### config.mk
export PLATFORM = sky130hd
export DESIGN_NAME = fir_seq_ctrl
export DESIGN_NICKNAME = d
export VERILOG_FILES = /design/src/rtl/fir_seq_ctrl.sv
export SDC_FILE = /design/constraint.sdc
export NUM_CORES = 1
export LEC_CHECK = 0
export CORE_ASPECT_RATIO = 1.1
export CORE_MARGIN = 2
export CORE_UTILIZATION = 45
export DETAILED_ROUTE_END_ITERATION = 6
export PLACE_DENSITY = 0.8
export SLEW_MARGIN = 10
export SYNTH_ARGS = -nofsm -noshare
export SYNTH_HDL_FRONTEND = slang
export SYNTH_SLANG_ARGS = --single-unit
export TNS_END_PERCENT = 50
### constraint.sdc
create_clock -name clk_i -period 2.05 [get_ports clk_i]
set_input_delay 0.41 -clock clk_i [delete_from_list [all_inputs] [get_ports clk_i]]
set_output_delay 0.41 -clock clk_i [all_outputs]
set_load 0.01 [all_outputs]
### src/rtl/fir_seq_ctrl.sv
// Job-level sequencer for the FIR accelerator: clears the datapath, loads taps,
// launches the x/y streams and counts handshakes until write-back completes.
module fir_seq_ctrl #(
  parameter int unsigned NB_TAPS   = 50,
  parameter int unsigned LEN_WIDTH = 16
) (
  input  logic                 clk_i,
  input  logic                 rst_i,
  input  logic                 clear_i,
  input  logic                 start_i,
  input  logic [LEN_WIDTH-1:0] n_samples_i,
  input  logic                 tap_buffer_full_i,
  input  logic                 y_sink_done_i,
  input  logic                 x_valid_i,
  input  logic                 x_ready_i,
  input  logic                 y_valid_i,
  input  logic                 y_ready_i,
  output logic                 dp_clear_o,
  output logic                 h_req_start_o,
  output logic                 xy_req_start_o,
  output logic                 busy_o,
  output logic                 done_o,
  output logic                 err_o,
  output logic [LEN_WIDTH-1:0] y_count_o
);

  typedef enum logic [2:0] {
    S_IDLE, S_CLEAR, S_REQ_H, S_WAIT_H, S_REQ_XY, S_STREAM, S_WAIT_SINK, S_DONE
  } state_t;

  localparam logic [LEN_WIDTH:0]   TAPS_W = (LEN_WIDTH+1)'(NB_TAPS);
  localparam logic [LEN_WIDTH:0]   ONE_W  = (LEN_WIDTH+1)'(1);
  localparam logic [LEN_WIDTH-1:0] ONE_N  = LEN_WIDTH'(1);

  state_t               r_state;
  state_t               w_next;
  logic [LEN_WIDTH-1:0] r_n_samples;
  logic [LEN_WIDTH:0]   r_n_out;
  logic [LEN_WIDTH-1:0] r_x_cnt;
  logic [LEN_WIDTH-1:0] r_y_cnt;
  logic                 r_err;

  logic [LEN_WIDTH:0] w_n_ext;
  logic               w_short;
  logic               w_start;
  logic               w_x_hs;
  logic               w_y_hs;
  logic               w_x_full;
  logic               w_y_last;

  assign w_n_ext  = {1'b0, n_samples_i};
  assign w_short  = (w_n_ext < TAPS_W);
  assign w_start  = (r_state == S_IDLE) && start_i;
  assign w_x_hs   = x_valid_i & x_ready_i;
  assign w_y_hs   = y_valid_i & y_ready_i;
  assign w_x_full = (r_x_cnt == r_n_samples);
  // Compare against the post-increment count so the exit happens on the last handshake
  assign w_y_last = w_y_hs && (({1'b0, r_y_cnt} + ONE_W) == r_n_out);

  always_comb begin
    w_next = r_state;
    unique case (r_state)
      S_IDLE:      if (start_i) w_next = w_short ? S_DONE : S_CLEAR;
      S_CLEAR:     w_next = S_REQ_H;
      S_REQ_H:     w_next = S_WAIT_H;
      S_WAIT_H:    if (tap_buffer_full_i) w_next = S_REQ_XY;
      S_REQ_XY:    w_next = S_STREAM;
      S_STREAM:    if (w_y_last) w_next = S_WAIT_SINK;
      S_WAIT_SINK: if (y_sink_done_i) w_next = S_DONE;
      S_DONE:      w_next = S_IDLE;
      default:     w_next = S_IDLE;
    endcase
  end

  always_ff @(posedge clk_i) begin
    if (rst_i || clear_i) begin
      r_state     <= S_IDLE;
      r_n_samples <= '0;
      r_n_out     <= '0;
      r_x_cnt     <= '0;
      r_y_cnt     <= '0;
      r_err       <= 1'b0;
    end else begin
      r_state <= w_next;
      if (w_start) begin
        r_n_samples <= n_samples_i;
        r_n_out     <= w_n_ext - TAPS_W + ONE_W;
        r_x_cnt     <= '0;
        r_y_cnt     <= '0;
        r_err       <= w_short;
      end else if (r_state == S_STREAM) begin
        if (w_x_hs) begin
          if (w_x_full) r_err   <= 1'b1;
          else          r_x_cnt <= r_x_cnt + ONE_N;
        end
        if (w_y_hs) r_y_cnt <= r_y_cnt + ONE_N;
      end else if (w_y_hs) begin
        r_err <= 1'b1;
      end
    end
  end

  assign dp_clear_o     = (r_state == S_CLEAR);
  assign h_req_start_o  = (r_state == S_REQ_H);
  assign xy_req_start_o = (r_state == S_REQ_XY);
  assign busy_o         = (r_state != S_IDLE);
  assign done_o         = (r_state == S_DONE);
  assign err_o          = r_err;
  assign y_count_o      = r_y_cnt;

endmodule
# After elaboration in Yosys (flattened, before gate mapping)
# Cells that the tools add are included.
dict set report word_totals {
  regBits 69
  in_bits 26
  elab_cells 52
}
dict set report op_classes {
  add_sub_neg 5
  n_lt_le_gt_ge 1
  eq_ne 15
  n_mux 11
  bitwise_logic 3
  n_reduce_logical 11
}
# cell n
set op_table {}
lappend op_table {{16-bit by 1-bit adder with 16-bit output, second input constant} 2}
lappend op_table {{3-bit one-hot mux with 8 select lines} 1}
lappend op_table {{16-bit by 1-bit adder with 17-bit output, second input constant} 1}
lappend op_table {{17-bit by 1-bit adder with 17-bit output, second input constant} 1}
lappend op_table {{17-bit equality test} 1}
lappend op_table {{16-bit by 6-bit subtractor with 17-bit output, second input constant} 1}
lappend op_table {{16-bit equality test} 1}
lappend op_table {{16-bit by 6-bit < comparator with 1-bit output, second input constant} 1}
lappend op_table {{3-bit 2-to-1 mux} 5}
lappend op_table {{3-bit equality test, second input constant} 4}
lappend op_table {{2-bit inequality test, second input constant} 4}
lappend op_table {{3-bit by 2-bit equality test with 1-bit output, second input constant} 2}
lappend op_table {{3-bit inequality test, second input constant} 2}
lappend op_table {{3-bit AND reduction} 2}
lappend op_table {{3-bit nonzero test} 2}
lappend op_table {{1-bit 2-to-1 mux} 5}
lappend op_table {{4-bit AND reduction} 1}
lappend op_table {{3-bit by 1-bit equality test with 1-bit output, second input constant} 1}
lappend op_table {{3-bit zero test} 1}
lappend op_table {{1-bit bitwise AND} 2}
lappend op_table {{1-bit logical AND} 2}
lappend op_table {{2-bit AND reduction} 1}
lappend op_table {{2-bit OR reduction} 1}
lappend op_table {{1-bit logical OR} 1}
lappend op_table {{1-bit inverter} 1}

# Depth between registers and ports, before layout
# Gate-level depths: netlist of run 1.
dict set report logic_depth {
  word_depth 5
  ltp_mapped 7
  mapped_depth_nobuf 7
}

# Worst setup path after synthesis of run 1
# No wires, ideal clock.
dict set report synth_timing {
  kind {flip-flop to flip-flop}
  startpoint {register r_y_cnt[0], in the netlist y_count_o[0]}
  endpoint {register r_state[0]}
  t_arrival_ps 2108
  t_required_ps 1935
  setup_slack_ps -173
  path_stages_with_launch 8
  path_buffers 0
  path_cell_list {dfxtp_1 -> ha_1 -> nand3_4 -> o31a_1 -> or4b_4 -> o211ai_2 -> nand4_2 -> a31o_1}
}
dict set report synth_between {
  elab_chain_len 5
}
# element line
set synth_rtl {}
lappend synth_rtl {{from (decl)} 40} ;# logic [LEN_WIDTH-1:0] r_y_cnt;
lappend synth_rtl {{from (signal assigned)} 96} ;# if (w_y_hs) r_y_cnt <= r_y_cnt + ONE_N;
lappend synth_rtl {{16-bit by 1-bit adder with 17-bit output} 58} ;# assign w_y_last = w_y_hs && (({1'b0, r_y_cnt} + ONE_W) == r_n_out);
lappend synth_rtl {{17-bit equality test} 58}
lappend synth_rtl {{1-bit logical AND} 58}
lappend synth_rtl {{2-bit inequality test (no line)} --}
lappend synth_rtl {{4-bit AND reduction (no line)} --}
lappend synth_rtl {{to (signal assigned)} 84} ;# r_state <= w_next;
lappend synth_rtl {{to (decl)} 35} ;# state_t r_state;
# Every way passes these cells.
# A chain may end at the register's enable or synchronous reset.

# Worst setup path in the final report of run 1
# Ends and elaborated chain as after synthesis.

==> results_dict.tcl, run 1 <==
set metrics [dict create \
    ys_types 56 \
    cpPeakStageDelay_ns 0.52 \
    diodes 0 \
    syn_area_um2 3950 \
    htree_levels 3 \
    first_pass_iters 4 \
    grt_pass1_vias 3741 \
    dp_cells 680 \
    final_common_cell "nand2_1" \
    vias_per_cell 5.58 \
    area_growth_pct 30.9 \
    ios 48 \
    crit_type "reg -> reg" \
    antenna_left 0 \
    wirelength_mm 10.5 \
    netSwitchingFraction 0.252 \
    dr_total_vias 3879 \
    clk_path_buf_depth 2 \
    power.leakage_nw 2.09 \
    cts-root-buf "clkbuf_8" \
    hold_buffers 0 \
    cp_slowest_cell "or4b_4" \
    num-fill-cells 708 \
    rr_startpoint "y_count_o[0]" \
    cp_cell_sequence "ha_4, nand3_4, o31a_1, or4b_4, o211ai_2, nand4_2, a31o_1" \
    setup_viol 0 \
    layout_common_cells "nand2_1, buf_4, nor2_1" \
    critPathArrivalTime_ns 2.21 \
    grt.total_usage 0.222 \
    cts_tree "built" \
    regArea_um2 1400 \
    hold_path_class "reg -> reg" \
    fin_cells 695 \
    cts_sinks 69 \
    synthFlopType "dfxtp_1" \
    die_h_um 102 \
    total_power_mw 2.72 \
    drv_cap 0 \
    async_reset_ff_frac 0 \
    layout-drive-gt1-share 0.204 \
    die_x_um 93.3 \
    relSlewSlack 0.659 \
    initial_core_util 0.468 \
    synth_seq_area_share 0.350 \
    std_cell_rows 35 \
    postSynthCellCount 486 \
    grt_pass1_wl_mm 17.1 \
    pre_cts_ws_ns -0.266 \
    ys_warn_count 0 \
    port_buffers 47 \
    rsz0062_at_grt "no" \
    hpwlAfterDp_mm 8.00 \
    clk_pin_slew_ns 0.07 \
    numCtsBuffers 9 \
    intPower_mw 2.03 \
    outcome "finished, final reports clean" \
    clock_latency_ns 0.34 \
    p_seq_frac 0.510 \
    clock_skew_ns 0.00723 \
    crit_fanout 4 \
    postSynthAreaPerCell_um2 8.13 \
    hold_viol_final 0 \
    crit_start "y_count_o[0]" \
    critPathCaptureType "register" \
    nets 610 \
    worstHoldStart "r_n_out[16]" \
    synth_edf_count 0 \
    final_area_um2 5170 \
    period_share 0.965 \
    fmax_ghz 0.506 \
    start_kind "register" \
    grt_max_degree 31 \
    ys_seq_elements 69 \
    drtIter0Drc 197 \
    power.density_nw_per_um2 526 \
    critPathRequiredTime_ns 2.28 \
    post_drt_wl_per_cell_um 15.1 \
    fin_hold_ws_ns 0.472 \
    p_comb_frac 0.134 \
    worstMarginPinSlew_ns 0.507 \
    postPlaceCellArea_um2 4910 \
    routabilityCongestion 0.922 \
    die-area_um2 9550 \
    clkPwrFrac 0.356 \
    p_sw_mw 0.686 \
    route.detailed.drc 0 \
    period_minus_slack_ns 1.98 \
    finalMaxSlewViolations 0 \
    core_area_um2 8450 \
    peakVddDrop_uv 406 \
    multi_input_area_um2 2440 \
    grt.overflow.total 0 \
    postLayoutSetupSlackWorst_ns 0.0720 \
    syn_nets 515 \
    antenna_found_initial 0 \
]
-- Yosys cell counts, types with 4 or more instances --
library cell,number,share of area
a211oi_1,9,0.017
a21oi_1,29,0.037
a311oi_1,4,0.0089
and2_1,4,0.0063
and3_1,11,0.017
buf_2,5,0.0063
buf_4,6,0.011
buf_6,4,0.011
clkbuf_1,12,0.011
dfxtp_1,69,0.35
inv_1,8,0.0076
nand2_1,70,0.066
nand3_1,9,0.011
nand3_2,5,0.013
nand4_1,15,0.024
nor2_1,58,0.055
nor3_1,10,0.013
nor4_1,10,0.016
o211ai_1,8,0.015
o21ai_0,9,0.011
o31ai_1,5,0.0095
or3_1,6,0.0095
or4_1,6,0.011
xnor2_1,23,0.051
xor2_1,44,0.098
-- sequential cells by signal, summed over array words and instances (netlist names) --
signal       flops
r_n_out         17
r_n_samples     16
r_x_cnt         16
y_count_o       16
r_state          3
err_o            1
-- per-layer routing --
metal	part of all wire	up-vias	global-route usage
li1	-	1894	-
met1	0.41	1843	0.255
met2	0.52	114	0.398
met3	0.045	28	0.0546
met4	0.024	0	0.0837
met5	0	-	0
-- path summary, 6_finish.rpt --
path / end / slack, ns / cells past startpoint
max: r_state[0] / 0.07 / 7
min: r_n_out[16] / 0.47 / 2
max reg2reg: r_state[0] / 0.07 / 7
min reg2reg: r_n_out[16] / 0.47 / 2
-- metrics by stage --
step / util / TNS (ns)
floorplan: - / 0
finish: 0.612 / 0
detailed placement: 0.581 / -2.03
CTS: 0.600 / 0
global placement: 0.581 / -1.46
global route: 0.612 / 0
-- critical path: cells and delay by family (launching register included) --
kind	cells	cell delay [ns]
AND/OR/NAND/NOR	3	0.79
flip-flops	1	0.36
adder cells (fa/ha/maj)	1	0.15
AO/OA/AOI/OAI	3	0.57
-- cells by family after synthesis --
| family | synth area share |
|---|---|
| buffers and inverters | 0.0500 |
| xor gates and xnor gates | 0.149 |
| AOI/OAI and AO/OA | 0.130 |
| and+or+nand+nor | 0.304 |
| adders and majority gates | 0.00950 |
| DFF | 0.350 |
| muxes | 0.00760 |
-- cell type report --
class,count,share of cell area
Timing Repair Buffer,113,0.192
Inverter,8,0.00581
Sequential cell,69,0.271
Clock inverter,2,0.00194
Clock buffer,12,0.0300
Multi-Input combinational cell,380,0.472
Tap cell,111,0.0269
-- power by group through the flow --
stage	Sequential (mW)	Clock (mW)	Combinational (mW)
finish	1.39	0.968	0.363
global route	1.39	1.05	0.396
CTS	1.39	0.977	0.358
detailed placement	1.42	0	0.357
global placement	1.42	0	0.347
floorplan	1.41	0	0.187
-- repair_timing --
action,in CTS,in global routing
buffers inserted,0,1
endpoints found under the setup margin,5,7
pin swaps,1,9
gates resized for setup,3,26
cloned,0,0
endpoints found under the hold margin,0,0
Note: power is estimated with default switching activity, not from simulation.
==> inputs of run 2 (changes only) <==
--- a/config.mk
+++ b/config.mk
@@ -10,6 +10,7 @@
 export CORE_UTILIZATION = 45
 export DETAILED_ROUTE_END_ITERATION = 6
 export PLACE_DENSITY = 0.8
+export RECOVER_POWER = 100
 export SLEW_MARGIN = 10
 export SYNTH_ARGS = -nofsm -noshare
 export SYNTH_HDL_FRONTEND = slang
==> run 2 against run 1 <==
Die area is the same. Wire length down 0.50%. Cell area shrank 1.1%. First-iteration DRC count grew 6.1%. Count of clock-buffer cells in the layout unchanged. Critical path depth unchanged. Register-to-register slack is essentially flat. Sequential share of layout area grew 0.19 points. Clock power barely moved. Via count is 0.34% lower. Sequential power is essentially flat. Global-route usage unchanged. Critical endpoint unchanged.
==> results_dict.tcl, run 2 (same netlist as run 1, synthesis figures left out) <==
set metrics [dict create \
    fmax_ghz 0.503 \
    finalMaxSlewViolations 0 \
    layout_common_cells "nand2_1, nor2_1, dfxtp_1" \
    worstMarginPinSlew_ns 0.500 \
    crit_start "y_count_o[13]" \
    final_common_cell "nand2_1" \
    area_growth_pct 29.5 \
    die_h_um 102 \
    top_register "r_n_out" \
    route.detailed.drc 0 \
    diodes 0 \
    relSlewSlack 0.664 \
    hpwlAfterDp_mm 8.00 \
    crit_family "simple AND/OR/NAND/NOR gates" \
    clock_latency_ns 0.35 \
    period_share 0.970 \
    setup_viol 0 \
    cts_tree "built" \
    crit_type "reg -> reg" \
    dp_cells 680 \
    core_area_um2 8450 \
    std_cell_rows 35 \
    wirelength_mm 10.4 \
    clk_pin_slew_ns 0.07 \
    grt_pass1_wl_mm 17.1 \
    clk_path_buf_depth 2 \
    critPathRequiredTime_ns 2.28 \
    htree_levels 3 \
    initial_core_util 0.468 \
    nets 610 \
    critPathMostFrequentCell "nor4_4" \
    grt_pass1_vias 3741 \
    fin_cells 695 \
    cts-root-buf "clkbuf_8" \
    grt.total_usage 0.222 \
    power.leakage_nw 2.05 \
    rr_startpoint "y_count_o[13]" \
    vias_per_cell 5.56 \
    antenna_found_initial 0 \
    cp_num_buf_inv 1 \
    multi_input_area_um2 2440 \
    die-area_um2 9550 \
    first_pass_iters 5 \
    worstHoldStart "r_n_out[16]" \
    numCtsBuffers 9 \
    drtIter0Drc 209 \
    regArea_um2 1400 \
    hold_viol_final 0 \
    ios 48 \
    period_minus_slack_ns 1.99 \
    crit_fanout 5 \
    num-fill-cells 725 \
    cp_slowest_cell "dfxtp_1" \
    hold_buffers 0 \
    post_drt_wl_per_cell_um 15.0 \
    outcome "finished, final reports clean" \
    drv_cap 0 \
    layout-drive-gt1-share 0.193 \
    cpPeakStageDelay_ns 0.46 \
    die_x_um 93.3 \
    cts_sinks 69 \
    peakVddDrop_uv 437 \
    grt_max_degree 31 \
    start_kind "register" \
    setup_tns_ns 0 \
    routabilityCongestion 0.922 \
    clock_skew_ns 0.00752 \
    critPathArrivalTime_ns 2.22 \
    grt.overflow.total 0 \
    cp_cell_sequence "nand4_1, buf_4, nor4_4, xnor2_1, nor4_4, nand4_2, a31o_1" \
    critPathCaptureType "register" \
    dr_total_vias 3866 \
    hold_path_class "reg -> reg" \
    antenna_left 0 \
    power.density_nw_per_um2 530 \
    port_buffers 47 \
    largest_register_ffs 17 \
]
run 2: final cells by class:
cell class | instances | share of cell area
Tap cell | 111 | 0.0271
Timing Repair Buffer | 113 | 0.184
Multi-Input combinational cell | 380 | 0.477
Inverter | 8 | 0.00587
Clock buffer | 12 | 0.0303
Clock inverter | 2 | 0.00196
Sequential cell | 69 | 0.273
run 2: where the power goes:
group / internal, mW / switching, mW
sequential: 1.37 / 0.0228
clock: 0.488 / 0.480
combinational: 0.172 / 0.182
run 2: worst register-to-register path: cells and delay by family, from the launching register on:
family	cells	cell delay [ns]
compound gates	1	0.21
xor+xnor	1	0.16
buf+inv	1	0.21
flops	1	0.46
simple gates	4	0.84
run 2: through the flow:
stage           util  hold slack (ns)  worst slack (ns)  total power, mW  instance area, µm²
6_report       0.605            0.473            0.0605             2.71                5120
5_1_grt        0.605            0.490           -0.0326             2.83                5120
4_1_cts        0.600            0.474           0.00469             2.72                5070
3_5_place_dp   0.581            0.459            -0.266             1.78                4910
3_3_place_gp   0.581            0.456            -0.246             1.76                4910
2_1_floorplan      -            0.443            0.0244             1.60                3970
run 2: layer usage:
metal / part of all wire / vias up / wire (µm) / global-route usage
met1: 0.41 / 1816 / 4250 / 0.255
met4: 0.027 / 0 / 286 / 0.0837
met2: 0.52 / 122 / 5390 / 0.398
met3: 0.047 / 33 / 490 / 0.0546
li1: - / 1895 / - / -
met5: 0 / - / 0 / 0
run 2: path summary, 6_finish.rpt:
path	depth (start not counted)	end	slack (ns)
worst max-delay path	7	r_state[0]	0.06
worst min-delay path	2	r_n_out[16]	0.47
worst max register to register	7	r_state[0]	0.06
worst min register to register	2	r_n_out[16]	0.47
run 2: timing repair:
action,in CTS,in global routing
endpoints found under the hold margin,0,0
setup buffers,0,1
setup endpoints to repair,5,7
pin swaps,1,9
gates resized for setup,3,26
